<file path="src/rtl/uart_pkg.sv">
// ---------------------------------------------------------------------------
// uart_pkg
// Shared UART definitions:
//   rx_state_e          receive FSM state encoding
//   OVERSAMPLE_DEFAULT  tick16 pulses per bit period (8 or 16 are legal)
//   DATA_BITS/CRC_BITS  frame field widths
//   CRC_POLY            CRC-8 generator polynomial (x^8 + x^2 + x + 1), init 0
// ---------------------------------------------------------------------------
package uart_pkg;

  localparam int OVERSAMPLE_DEFAULT = 16;
  localparam int DATA_BITS          = 8;
  localparam int CRC_BITS           = 8;

  localparam logic [7:0] CRC_POLY   = 8'h07;

  typedef enum logic [2:0] {
    RX_IDLE   = 3'd0,
    RX_START  = 3'd1,
    RX_DATA   = 3'd2,
    RX_PARITY = 3'd3,
    RX_CRC    = 3'd4,
    RX_STOP   = 3'd5
  } rx_state_e;

endpackage

</file>
<file path="src/rtl/uart_crc_gen.sv">
// ---------------------------------------------------------------------------
// uart_crc_gen
// Bit-serial CRC-8 (CRC_POLY, init 0x00), one message bit per enabled clk,
// MSB of the message first.
// Ports:
//   clk_i   clock
//   rst_i   asynchronous active-high reset (clears the CRC)
//   init_i  synchronous clear to the initial value, wins over en_i
//   en_i    shift bit_i into the CRC this clk
//   bit_i   message bit
//   crc_o   current CRC remainder
// ---------------------------------------------------------------------------
module uart_crc_gen
  import uart_pkg::*;
(
  input  logic       clk_i,
  input  logic       rst_i,
  input  logic       init_i,
  input  logic       en_i,
  input  logic       bit_i,
  output logic [7:0] crc_o
);

  logic [7:0] crc_reg;
  logic       feedback;

  assign feedback = crc_reg[7] ^ bit_i;

  always_ff @(posedge clk_i or posedge rst_i) begin
    if (rst_i) begin
      crc_reg <= 8'h00;
    end else if (init_i) begin
      crc_reg <= 8'h00;
    end else if (en_i) begin
      crc_reg <= {crc_reg[6:0], 1'b0} ^ (feedback ? CRC_POLY : 8'h00);
    end
  end

  assign crc_o = crc_reg;

endmodule

</file>
<file path="src/rtl/uart_rx_data_path.sv">
// ---------------------------------------------------------------------------
// uart_rx_data_path
// Oversampling UART receiver: start, 8 data bits LSB first, even parity,
// optional CRC-8 byte LSB first, stop.
// Ports:
//   clk_i         clock
//   rst_ni        asynchronous active-low reset
//   tick16_i      one-clk oversample enable (OVERSAMPLE per bit)
//   rx_i          asynchronous serial input, idles high
//   crc_en_i      frame carries a CRC byte (latched at start confirmation)
//   data_o        last received byte
//   data_valid_o  one-clk pulse at the stop sample
//   parity_err_o  last frame parity mismatch
//   crc_err_o     last frame CRC mismatch (0 when CRC disabled)
//   frame_err_o   last frame stop bit was 0
//   rx_int_o      one-clk pulse after data_valid_o for an error-free frame
//   busy_o        FSM not in IDLE
// ---------------------------------------------------------------------------
module uart_rx_data_path
  import uart_pkg::*;
#(
  parameter int OVERSAMPLE = OVERSAMPLE_DEFAULT
)
(
  input  logic       clk_i,
  input  logic       rst_ni,
  input  logic       tick16_i,
  input  logic       rx_i,
  input  logic       crc_en_i,
  output logic [7:0] data_o,
  output logic       data_valid_o,
  output logic       parity_err_o,
  output logic       crc_err_o,
  output logic       frame_err_o,
  output logic       rx_int_o,
  output logic       busy_o
);

  localparam logic [3:0] HALF_LAST = 4'(OVERSAMPLE / 2 - 1);
  localparam logic [3:0] FULL_LAST = 4'(OVERSAMPLE - 1);
  localparam logic [4:0] DATA_LAST = 5'(DATA_BITS - 1);
  localparam logic [4:0] CRC_LAST  = 5'(CRC_BITS - 1);

  rx_state_e  state_reg;
  logic [1:0] rx_sync_reg;
  logic       rx_prev_reg;
  logic [3:0] tick_cnt_reg;
  logic [4:0] bit_cnt_reg;
  logic [7:0] data_sh_reg;
  logic [7:0] crc_rx_reg;
  logic       parity_bit_reg;
  logic       crc_en_reg;
  logic [3:0] feed_cnt_reg;
  logic [7:0] data_reg;
  logic       valid_reg;
  logic       parity_err_reg;
  logic       crc_err_reg;
  logic       frame_err_reg;
  logic       rx_int_reg;

  logic       rx_s;
  logic       sample_pt;
  logic [2:0] feed_idx;
  logic [7:0] crc_val;

  assign rx_s     = rx_sync_reg[1];
  assign feed_idx = 3'(feed_cnt_reg - 4'd1);

  // The start bit is sampled half a bit after the edge; every later bit a
  // full bit period after the previous sample, so all samples land mid-bit.
  always_comb begin
    sample_pt = 1'b0;
    if (tick16_i) begin
      if (state_reg == RX_START) sample_pt = (tick_cnt_reg == HALF_LAST);
      else                       sample_pt = (tick_cnt_reg == FULL_LAST);
    end
  end

  // Received byte is replayed MSB first into the CRC while parity is arriving;
  // 8 clks is far shorter than one bit period, so the CRC is settled by STOP.
  uart_crc_gen u_crc_gen (
    .clk_i  (clk_i),
    .rst_i  (~rst_ni),
    .init_i (state_reg == RX_START),
    .en_i   (feed_cnt_reg != 4'd0),
    .bit_i  (data_sh_reg[feed_idx]),
    .crc_o  (crc_val)
  );

  always_ff @(posedge clk_i or negedge rst_ni) begin
    if (!rst_ni) begin
      state_reg      <= RX_IDLE;
      rx_sync_reg    <= 2'b11;
      rx_prev_reg    <= 1'b1;
      tick_cnt_reg   <= 4'd0;
      bit_cnt_reg    <= 5'd0;
      data_sh_reg    <= 8'h00;
      crc_rx_reg     <= 8'h00;
      parity_bit_reg <= 1'b0;
      crc_en_reg     <= 1'b0;
      feed_cnt_reg   <= 4'd0;
      data_reg       <= 8'h00;
      valid_reg      <= 1'b0;
      parity_err_reg <= 1'b0;
      crc_err_reg    <= 1'b0;
      frame_err_reg  <= 1'b0;
      rx_int_reg     <= 1'b0;
    end else begin
      rx_sync_reg <= {rx_sync_reg[0], rx_i};
      rx_prev_reg <= rx_s;
      valid_reg   <= 1'b0;
      rx_int_reg  <= valid_reg && !(parity_err_reg || crc_err_reg || frame_err_reg);

      if (feed_cnt_reg != 4'd0) feed_cnt_reg <= feed_cnt_reg - 4'd1;

      // Every state exit happens on a sample, which also restarts the count.
      if (tick16_i && state_reg != RX_IDLE)
        tick_cnt_reg <= sample_pt ? 4'd0 : tick_cnt_reg + 4'd1;

      case (state_reg)
        // A stop sample of 0 leaves the line low; the edge test needs a 1
        // first, so a framing error naturally waits for the line to recover.
        RX_IDLE: begin
          if (rx_prev_reg && !rx_s) state_reg <= RX_START;
        end
        RX_START: begin
          if (sample_pt) begin
            bit_cnt_reg <= 5'd0;
            if (!rx_s) begin
              state_reg  <= RX_DATA;
              crc_en_reg <= crc_en_i;
            end else begin
              state_reg  <= RX_IDLE;
            end
          end
        end
        RX_DATA: begin
          if (sample_pt) begin
            data_sh_reg <= {rx_s, data_sh_reg[7:1]};
            if (bit_cnt_reg == DATA_LAST) begin
              state_reg    <= RX_PARITY;
              bit_cnt_reg  <= 5'd0;
              feed_cnt_reg <= 4'd8;
            end else begin
              bit_cnt_reg  <= bit_cnt_reg + 5'd1;
            end
          end
        end
        RX_PARITY: begin
          if (sample_pt) begin
            parity_bit_reg <= rx_s;
            bit_cnt_reg    <= 5'd0;
            state_reg      <= crc_en_reg ? RX_CRC : RX_STOP;
          end
        end
        RX_CRC: begin
          if (sample_pt) begin
            crc_rx_reg <= {rx_s, crc_rx_reg[7:1]};
            if (bit_cnt_reg == CRC_LAST) begin
              state_reg   <= RX_STOP;
              bit_cnt_reg <= 5'd0;
            end else begin
              bit_cnt_reg <= bit_cnt_reg + 5'd1;
            end
          end
        end
        RX_STOP: begin
          if (sample_pt) begin
            valid_reg      <= 1'b1;
            data_reg       <= data_sh_reg;
            parity_err_reg <= parity_bit_reg ^ (^data_sh_reg);
            crc_err_reg    <= crc_en_reg && (crc_rx_reg != crc_val);
            frame_err_reg  <= !rx_s;
            bit_cnt_reg    <= 5'd0;
            state_reg      <= RX_IDLE;
          end
        end
        default: state_reg <= RX_IDLE;
      endcase
    end
  end

  assign data_o       = data_reg;
  assign data_valid_o = valid_reg;
  assign parity_err_o = parity_err_reg;
  assign crc_err_o    = crc_err_reg;
  assign frame_err_o  = frame_err_reg;
  assign rx_int_o     = rx_int_reg;
  assign busy_o       = (state_reg != RX_IDLE);

endmodule

</file>
<file path="config.mk">
export PLATFORM = sky130hd
export DESIGN_NAME = uart_rx_data_path
export DESIGN_NICKNAME = d
export VERILOG_FILES = /design/src/rtl/uart_pkg.sv /design/src/rtl/uart_crc_gen.sv /design/src/rtl/uart_rx_data_path.sv
export SDC_FILE = /design/constraint.sdc
export NUM_CORES = 1
export LEC_CHECK = 0
export ABC_CLOCK_PERIOD_IN_PS = 1800
export CORE_UTILIZATION = 53
export DETAILED_ROUTE_END_ITERATION = 12
export PLACE_DENSITY_LB_ADDON = 0.1
export SLEW_MARGIN = 0
export SYNTH_ARGS = -nofsm -noshare
export SYNTH_HDL_FRONTEND = slang
export SYNTH_SLANG_ARGS = --single-unit
</file>
<file path="constraint.sdc">
create_clock -name clk_i -period 1.8 [get_ports clk_i]
set_input_delay 0.36 -clock clk_i [delete_from_list [all_inputs] [get_ports clk_i]]
set_output_delay 0.36 -clock clk_i [all_outputs]
set_load 0.02 [all_outputs]
</file>
# ---- After elaboration in Yosys (flattened, before gate mapping)
# Index checks and enable logic that the tools add are counted.
# Widths: inputs -> output; s select.
dict set report word_totals {
  reg_bits 58
  input_bits 5
  out_inout_bits 14
  wordCells 96
}
dict set report classes {
  add_sub_neg 3
  magnitude_cmp 1
  n_eq_ne 19
  muxes 29
  n_bitwise 4
  n_reduce_logical 23
}
# operator count
set ops {}
lappend ops {{$mux 3} 9}
lappend ops {{$mux 4} 5}
lappend ops {{$pmux 3 s6} 1}
lappend ops {{$mux 8} 2}
lappend ops {{$ne 2x2->1 const B} 8}
lappend ops {{$mux 5} 3}
lappend ops {{$pmux 5 s2} 1}
lappend ops {{$ne 8x8->1} 1}
lappend ops {{$reduce_and 2->1} 4}
lappend ops {{$reduce_and 8->1} 1}
lappend ops {{$reduce_xor 8->1} 1}
lappend ops {{$xor 8x8->8} 1}
lappend ops {{$eq 3x2->1 const B} 2}
lappend ops {{$eq 3x3->1 const B} 2}
lappend ops {{$mux 1} 6}
lappend ops {{$reduce_and 3->1} 2}
lappend ops {{$add 5x1->5 const B} 1}
lappend ops {{$eq 5x3->1 const B} 1}
lappend ops {{$add 4x1->4 const B} 1}
lappend ops {{$eq 4x3->1 const B} 1}
lappend ops {{$eq 4x4->1 const B} 1}
lappend ops {{$logic_and 1x1->1} 4}
lappend ops {{$lt 3x4->1 const B} 1}
lappend ops {{$ne 2x1->1 const B} 2}
lappend ops {{14 further kinds} 18}

# ---- Logic depth before layout (Yosys ltp)
# Gate-level depths: netlist of run 1.
dict set report logic_depth {
  ltp_word 8
  ltp_mapped 7
  depth_no_buf 7
}

# ---- Hierarchy
# A second synthesis of run 1 with hierarchy kept.
dict set report hier_totals {
  hier_cells 230
  hier_area_um2 2839.0
}
# mod n_inst cells_each area_per_inst_um2
set by_module_without_submodules {}
lappend by_module_without_submodules {uart_rx_data_path 1 197 2462.4}
lappend by_module_without_submodules {uart_crc_gen 1 33 376.6}

# ---- Worst setup path after synthesis of run 1
# OpenSTA, ideal clock, no wires.
dict set report synth_path {
  kind {flip-flop to flip-flop}
  startpoint {register tick_cnt_reg[0]}
  endpoint {register crc_en_reg}
  setup_ns 0.125
  arrival_time_ns 1.850
  t_required_ns 1.675
  slack_ns -0.175
  stages_incl_launch_ff 8
  n_path_buf 1
  path_cell_list {dfrtp_1 -> ha_1 -> and4_1 -> buf_2 -> a31o_1 -> a211oi_2 -> or3_4 -> mux2_4}
}
dict set report synth_between {
  elab_chain_cells 4
  elab_cells_between_ends 5
  classes_between {eq/ne: 2; mux: 2; reduce/logical: 1}
}
# item line
set synth_rtl {}
lappend synth_rtl {{start: declaration} uart_rx_data_path.sv:47} ;# logic [3:0] tick_cnt_reg;
lappend synth_rtl {{start signal: assignment} uart_rx_data_path.sv:118} ;# tick_cnt_reg <= sample_pt ? 4'd0 : tick_cnt_reg + 4'd1;
lappend synth_rtl {{$eq 4x4->1 / $eq 4x3->1 (equally long branches)} {uart_rx_data_path.sv:75, uart_rx_data_path.sv:74}}
lappend synth_rtl {{$mux 1 (*)} uart_rx_data_path.sv:74} ;# if (state_reg == RX_START) sample_pt = (tick_cnt_reg == HALF_LAST);
lappend synth_rtl {{$mux 1 (*)} uart_rx_data_path.sv:73} ;# if (tick16_i) begin
lappend synth_rtl {{$reduce_and 3->1 (no source line) (*)} n/a}
lappend synth_rtl {{end signal: assignment} uart_rx_data_path.sv:131} ;# crc_en_reg <= crc_en_i;
lappend synth_rtl {{end: declaration} uart_rx_data_path.sv:52} ;# logic crc_en_reg;
# Mark *: on every way between the ends. The rest lies on a longest branch, timed or not.
# A chain may end at the register's enable or synchronous reset.

==> results of run 1 <==
area by class of cell:
class                      count  area share, %
clock inverter                 3          0.381
clock buffer                  13           3.78
inverter                       6          0.603
tap                           70           2.22
timing repair buffer          84           18.4
sequential                    58           37.0
multi-input combinational    206           37.7
kinds of logic (layout without fill, tap and decap cells):
group | count (synthesis) | count (layout) | synth area share (%)
adder cells (fa/ha/maj) | 3 | 3 | 1.28
multiplexers | 20 | 20 | 8.52
buffers and inverters | 19 | 106 | 3.28
AND/OR/NAND/NOR | 110 | 110 | 19.2
AO/OA/AOI/OAI | 47 | 47 | 10.4
XOR/XNOR | 26 | 26 | 7.76
flip-flops | 58 | 58 | 49.6
placed cells by master (no fill, tap or decap), types with 8 or more instances in the layout:
| master | netlist | final |
|---|---|---|
| a21oi_1 | 14 | 13 |
| buf_4 | 2 | 53 |
| buf_6 | 2 | 12 |
| clkbuf_8 | 0 | 10 |
| clkdlybuf4s50_1 | 0 | 16 |
| dfrtp_1 | 55 | 54 |
| mux2_2 | 15 | 14 |
| nand2_1 | 59 | 59 |
| nor2_1 | 10 | 9 |
| o21ai_0 | 9 | 8 |
| xnor2_1 | 19 | 18 |
through the flow:
stage | setup WS (ns) | power (W) | instance area (um^2)
3_5_place_dp | -0.365 | 0.00278 | 3520
4_1_cts | -0.0342 | 0.00397 | 3800
2_1_floorplan | -0.152 | 0.00232 | 2960
6_report | -0.0764 | 0.00419 | 3940
3_3_place_gp | -0.333 | 0.00274 | 3520
5_1_grt | -0.183 | 0.00439 | 3940
routing by layer:
layer  GRT usage [%]  share of wire [%]
met1            31.5                 45
met4            11.5                2.8
met2            40.6                 47
met3            4.07                5.7
met5               0                  0
power by group through the flow:
stage,Clock [W],Sequential (W),Combinational (W)
detailed placement,0,0.00156,0.00122
CTS,0.00105,0.00155,0.00137
floorplan,0,0.00154,0.000779
global route,0.00111,0.00158,0.00170
global placement,0,0.00156,0.00118
finish,0.00104,0.00157,0.00158
path summary, 6_finish.rpt:
path                                 from               to  cells past startpoint
hold / removal                     rst_ni  feed_cnt_reg[1]                      2
setup reg to reg           bit_cnt_reg[0]       crc_en_reg                      6
min in group clk_i         rx_sync_reg[0]   rx_sync_reg[1]                      0
hold reg to reg            rx_sync_reg[0]   rx_sync_reg[1]                      0
max in group asynchronous          rst_ni      rx_prev_reg                      2
setup / recovery           bit_cnt_reg[0]       crc_en_reg                      6
what timing repair did:
action	4_1_cts	5_1_grt
pin swaps	10	10
buffers inserted	7	9
resized for setup	17	20
setup endpoints to repair	33	21
gates cloned	0	1
==> results.json, run 1 <==
{
  "relSlewSlack_pct": 70.1,
  "p_comb_share_pct": 37.8,
  "irDropWorstVdd_mv": 0.797,
  "switching_share_pct": 33.3,
  "gp_congestion": 0.805,
  "skew_ns": 0.00833,
  "die_y_um": 76.4,
  "fin_hold_ws_ns": -0.000678,
  "setup_viol": 5,
  "grt_pass1_wl_mm": 11.1,
  "place_inst": 407,
  "grt_max_degree": 59,
  "seqPwrFrac_pct": 37.4,
  "track_usage_pct": 24.6,
  "syn_to_final_growth_pct": 34.2,
  "crit_buf_inv": 0,
  "final.fill_count": 356,
  "tightest_slew_ns": 0.447,
  "drc": 0,
  "dp_hpwl_mm": 4.32,
  "cp.required_ns": 2.03,
  "grt_pass1_vias": 2424,
  "regArea_mm2": 0.00146,
  "syn_inst": 283,
  "antenna_found_initial": 0,
  "p_clk_share_pct": 24.8,
  "hold_buffers": 0,
  "numCtsBuffers": 9,
  "max_freq_mhz": 533,
  "rsz0062_at_grt": "yes",
  "hold_viol": 3,
  "clockRootBuffer": "clkbuf_8",
  "cts.sinks": 58,
  "die_w_um": 76.4,
  "yosysMostFrequentCell": "nand2_1",
  "p_sw_w": 0.00140,
  "synth_area_mm2": 0.00294,
  "diodes": 0,
  "path_cells": "ha_1, nand4bb_1, o21ai_2, a211oi_2, or3_4, mux2_4",
  "netlist_top_cells_count": "nand2_1, dfrtp_1, xnor2_1, mux2_2, a21oi_1",
  "synth_top_area_cell": "dfrtp_1",
  "clk_pin_slew_ns": 0.06,
  "final_cells": 440,
  "synthFlopType": "dfrtp_1",
  "powerDensity_mw_per_mm2": 1060,
  "timing.final.crit_share_pct": 104,
  "internal_power_w": 0.00279,
  "ys_warn_count": 0,
  "cap_viol_max_count": 0,
  "fp.dieArea_mm2": 0.00584,
  "violations": "hold timing, setup timing",
  "syn_avg_cell_area_um2": 10.4,
  "first_pass_iters": 4,
  "worst_setup_path_start_kind": "flop",
  "htreeDepth": 3,
  "grt-ovfl-total": 0,
  "ys_seq_elements": 58,
  "synth_seq_area_share_pct": 49.6,
  "status": "finished with violations",
  "finalWirelength_mm": 7.01,
  "slew_viol_final": 0,
  "yosysTopAreaCellShare_pct": 46.9,
  "leakage_nw": 1.87,
  "cp.arrival_ns": 2.10,
  "drt_iter0_markers": 206,
  "period_minus_slack_ns": 1.88,
  "setup_slack_ns": -0.0764,
  "utilization_pct": 75.7,
  "endpoint_kind": "flop",
  "synth_edf_count": 0,
  "path_max_fanout": 2,
  "io_buffers": 18,
  "vias_per_cell": 5.61,
  "cts_tree": "yes",
  "synthTopCellsByArea": "dfrtp_1, nand2_1, mux2_2, xnor2_1, dfstp_2",
  "slowest_stage": "or3_4",
  "setup_tns_ns": -0.252,
  "clockBufferDepth": 2,
  "wl_per_cell_um": 15.9,
  "multi_input_area_mm2": 0.00149,
  "layout-drive-gt1-share_pct": 34.6,
  "hold_path_class": "input port to asynchronous set/reset pin",
  "drtAntennaViolNets": 0,
  "nNetsFinal": 373,
  "fp.coreArea_mm2": 0.00520,
  "synth_nets": 291,
  "num_io_pins": 19,
  "crit_type": "flop to flop",
  "via_count": 2469,
  "rrSetupSlack_ns": -0.08,
  "async_flop_share_pct": 100,
  "cpPeakStageDelay_ns": 0.41,
  "ys_types": 53,
  "crit_family": "simple AND/OR/NAND/NOR gates",
  "clk_latency_ns": 0.35,
  "start_util_pct": 56.4,
  "rows": 26
}
Note: power is estimated with default switching activity, not from simulation.
==> inputs of run 2 (changes only) <==
- CORE_UTILIZATION: 53 -> 25
- CTS_CLUSTER_DIAMETER: unset -> 30
==> results.json, run 2 (synthesized netlist as in run 1, its figures left out) <==
{
  "grt_max_degree": 59,
  "reg2reg_depth": 6,
  "grt-ovfl-total": 0,
  "layout-drive-gt1-share_pct": 34.4,
  "fin_hold_ws_ns": 0.0302,
  "via_count": 2313,
  "htreeDepth": 3,
  "wl_per_cell_um": 13.6,
  "cp.arrival_ns": 2.09,
  "irDropWorstVdd_mv": 0.589,
  "cts.sinks": 58,
  "rows": 39,
  "drtAntennaViolNets": 0,
  "clockRootBuffer": "clkbuf_16",
  "worst_setup_path_start_kind": "input port",
  "dp_hpwl_mm": 4.88,
  "cts_tree": "yes",
  "endpoint_kind": "flop",
  "hold_path_class": "input port to asynchronous set/reset pin",
  "io_buffers": 18,
  "setup_slack_ns": -0.0746,
  "p_total_w": 0.00493,
  "fp.coreArea_mm2": 0.0114,
  "status": "finished with violations",
  "clk_latency_ns": 0.33,
  "violations": "setup timing",
  "cap_viol_max_count": 0,
  "hold_viol": 0,
  "mostFrequentLayoutCell": "nand2_1",
  "numCtsBuffers": 9,
  "leakage_nw": 1.90,
  "die_w_um": 110,
  "grt_pass1_wl_mm": 11.4,
  "crit_type": "input port to flop",
  "skew_ns": 0.00888,
  "tightest_slew_ns": 0.361,
  "fp.dieArea_mm2": 0.0122,
  "drc": 0,
  "slew_viol_final": 0,
  "period_minus_slack_ns": 1.87,
  "diodes": 0,
  "vias_per_cell": 4.54,
  "rsz0062_at_grt": "yes",
  "num_io_pins": 19,
  "path_max_fanout": 4,
  "cp.required_ns": 2.01,
  "clockBufferDepth": 2,
  "drt_iter0_markers": 68,
  "start_util_pct": 25.7,
  "final_cell_mix": "nand2_1, buf_4, dfrtp_1, xnor2_1, clkdlybuf4s50_1",
  "finalWirelength_mm": 6.93,
  "relSlewSlack_pct": 75.3,
  "grt_pass1_vias": 2214,
  "rrSetupSlack_ns": -0.07,
  "max_freq_mhz": 533,
  "timing.final.crit_share_pct": 104,
  "die_y_um": 110,
  "clk_pin_slew_ns": 0.06,
  "track_usage_pct": 12.9,
  "setup_viol": 3,
  "antenna_found_initial": 0,
  "utilization_pct": 36.5,
  "nNetsFinal": 369,
  "powerDensity_mw_per_mm2": 1180,
  "syn_to_final_growth_pct": 41.9,
  "timing.rr.start": "tick_cnt_reg[0]",
  "gp_congestion": 0.843,
  "r2r_end": "crc_en_reg",
  "first_pass_iters": 4
}
-- run 2: cell types whose count changed in the layout (fill, tap and decap cells not counted), sizes merged --
cell,before,now
clkinv,4,1
clkinvlp,0,2
bufinv,0,2
buf,67,64
clkbuf,14,12
-- run 2: worst max-delay path by stage --
stage                         start                  to  slack (ns)  cells after the start
floorplan           tick_cnt_reg[0]          crc_en_reg       -0.15                      7
global placement           tick16_i          crc_en_reg       -0.40                      6
detailed placement         tick16_i          crc_en_reg       -0.44                      6
CTS                 feed_cnt_reg[0]  u_crc_gen.crc_o[0]       -0.05                      8
global route        feed_cnt_reg[0]  u_crc_gen.crc_o[0]       -0.18                      8
finish                     tick16_i          crc_en_reg       -0.07                      6
-- run 2: metrics by stage --
stage / instance area, um^2 / TNS, ns / instances / setup slack (ns)
2_1_floorplan: 2960 / -0.216 / 283 / -0.152
3_3_place_gp: 3670 / -6.34 / 484 / -0.397
3_5_place_dp: 3670 / -6.96 / 484 / -0.436
4_1_cts: 4070 / -0.183 / 506 / -0.0548
5_1_grt: 4160 / -0.706 / 509 / -0.176
6_report: 4160 / -0.150 / 509 / -0.0746
-- run 2: repair_timing --
item / in CTS / in global routing
pin swaps: 16 / 9
gates resized for setup: 13 / 14
hold buffers: 0 / 0
setup endpoints to repair: 9 / 10
buffers inserted: 6 / 3
-- run 2: per-layer routing --
| metal | track usage, % | up-vias | wire (um) |
|---|---|---|---|
| met1 | 16.9 | 1114 | 3380 |
| met2 | 19.1 | 33 | 3170 |
| met5 | 0 | - | 0 |
| li1 | - | 1154 | - |
| met4 | 7.24 | 0 | 162 |
| met3 | 3.70 | 12 | 217 |
-- run 2: final cells by class --
class,instances,area (um^2)
fillers,1186,7250
multi-input cells,206,1480
flip-flops and latches,58,1460
repair buffers,80,688
clock buffers,12,256
well taps,143,179
clock inverters,4,75.1
inverters,6,22.5
-- run 2: power breakdown --
| group | internal, W | total [W] | leakage [nW] | switching (W) |
|---|---|---|---|---|
| sequential | 0.00143 | 0.00156 | 0.776 | 0.000122 |
| combinational | 0.000786 | 0.00148 | 0.973 | 0.000696 |
| clock | 0.00129 | 0.00189 | 0.155 | 0.000607 |
-- run 2: worst max-delay path, stage by stage --
cell,delay (ns)
clkdlybuf4s50_1,0.52
and4_4,0.26
a31o_1,0.20
a211oi_4,0.06
or3_4,0.39
mux2_4,0.30
==> inputs of run 3 (changes only) <==
- GPL_ROUTABILITY_DRIVEN: unset -> 1
- MAX_ROUTING_LAYER: unset -> met4
==> results.json, run 3 (synthesized netlist as in run 1, its figures left out) <==
{
  "num_io_pins": 19,
  "finalWirelength_mm": 6.93,
  "syn_to_final_growth_pct": 41.9,
  "diodes": 0,
  "drtAntennaViolNets": 0,
  "hold_buffers": 0,
  "cp.required_ns": 2.01,
  "rrSetupSlack_ns": -0.07,
  "grt_max_degree": 59,
  "cp.arrival_ns": 2.09,
  "utilization_pct": 36.5,
  "antenna_found_initial": 0,
  "powerDensity_mw_per_mm2": 1180,
  "relSlewSlack_pct": 75.3,
  "clockRootBuffer": "clkbuf_16",
  "timing.final.crit_share_pct": 104,
  "endpoint_kind": "flop",
  "leakage_nw": 1.90,
  "hold_path_class": "input port to asynchronous set/reset pin",
  "fp.coreArea_mm2": 0.0114,
  "setup_slack_ns": -0.0770,
  "rsz0062_at_grt": "yes",
  "vias_per_cell": 4.54,
  "drc": 0,
  "io_buffers": 18,
  "via_count": 2309,
  "grt-ovfl-total": 0,
  "dpl_cell_area_mm2": 0.00367,
  "fp.dieArea_mm2": 0.0122,
  "violations": "setup timing",
  "layout-drive-gt1-share_pct": 34.4,
  "place_inst": 484,
  "period_minus_slack_ns": 1.88,
  "path_max_fanout": 4,
  "numCtsBuffers": 9,
  "irDropWorstVdd_mv": 0.588,
  "setup_tns_ns": -0.152,
  "slew_viol_final": 0,
  "start_util_pct": 25.7,
  "clk_pin_slew_ns": 0.06,
  "htreeDepth": 3,
  "die_y_um": 110,
  "final_cell_mix": "nand2_1, buf_4, dfrtp_1, xnor2_1, clkdlybuf4s50_1",
  "crit_path_start": "tick16_i",
  "final_cells": 509,
  "drt_iter0_markers": 71,
  "status": "finished with violations",
  "clk_latency_ns": 0.33,
  "worst_setup_path_start_kind": "input port",
  "track_usage_pct": 13.3,
  "reg2reg_depth": 6,
  "wl_per_cell_um": 13.6,
  "crit_end": "crc_en_reg",
  "fin_area_mm2": 0.00416,
  "r2r_end": "crc_en_reg",
  "clockBufferDepth": 2,
  "gp_congestion": 0.856,
  "timing.rr.start": "tick_cnt_reg[0]",
  "setup_viol": 3,
  "grt_pass1_wl_mm": 11.4,
  "die_w_um": 110,
  "first_pass_iters": 4,
  "mostFrequentLayoutCell": "nand2_1",
  "cts.sinks": 58,
  "crit_type": "input port to flop",
  "rows": 39,
  "hold_viol": 0,
  "max_freq_mhz": 533,
  "skew_ns": 0.00889,
  "cts_tree": "yes",
  "nNetsFinal": 369,
  "dp_hpwl_mm": 4.88,
  "cap_viol_max_count": 0,
  "tightest_slew_ns": 0.361,
  "preCtsSetupSlack_ns": -0.436,
  "grt_pass1_vias": 2219
}
==> run 3: final cells by class <==
class                      count  area [um^2]
clock inverter                 4         75.1
inverter                       6         22.5
clock buffer                  12          256
timing repair buffer          80          688
tap                          143          179
multi-input combinational    206         1480
sequential                    58         1460
fill                        1186         7250
==> run 3: stage by stage <==
| stage | hold slack, ns | power (W) |
|---|---|---|
| 3_3_place_gp | 0.347 | 0.00286 |
| 4_1_cts | 0.0400 | 0.00488 |
| 3_5_place_dp | 0.349 | 0.00286 |
| 5_1_grt | 0.0561 | 0.00522 |
| 2_1_floorplan | 0.0644 | 0.00232 |
| 6_report | 0.0319 | 0.00493 |
==> run 3: how the worst min path moves through the flow <==
stage	from	to
5_1_grt	rst_ni	data_valid_o
3_3_place_gp	rx_sync_reg[0]	rx_sync_reg[1]
4_1_cts	rst_ni	parity_err_o
6_report	rst_ni	data_valid_o
2_1_floorplan	rst_ni	bit_cnt_reg[0]
3_5_place_dp	rx_sync_reg[0]	rx_sync_reg[1]
==> run 3: critical path: stages <==
cell	delay, ns
clkdlybuf4s50_1	0.52
and4_4	0.26
a31o_1	0.20
a211oi_4	0.06
or3_4	0.39
mux2_4	0.30
==> run 3: what timing repair did <==
action,4_1_cts,5_1_grt
resized for setup,13,14
setup buffers,6,3
endpoints found under the setup margin,9,10
pin swaps,16,9
==> run 3: routing by layer <==
| metal | global-route usage, % | routed length (um) |
|---|---|---|
| met1 | 17.1 | 3390 |
| met2 | 18.9 | 3200 |
| met5 | - | 0 |
| met4 | 7.24 | 130 |
| met3 | 3.70 | 216 |
==> run 3: where the power goes <==
| part | switching [W] | total [W] | internal (W) |
|---|---|---|---|
| Sequential | 0.000123 | 0.00156 | 0.00144 |
| Clock | 0.000604 | 0.00189 | 0.00129 |
| Combinational | 0.000696 | 0.00148 | 0.000786 |
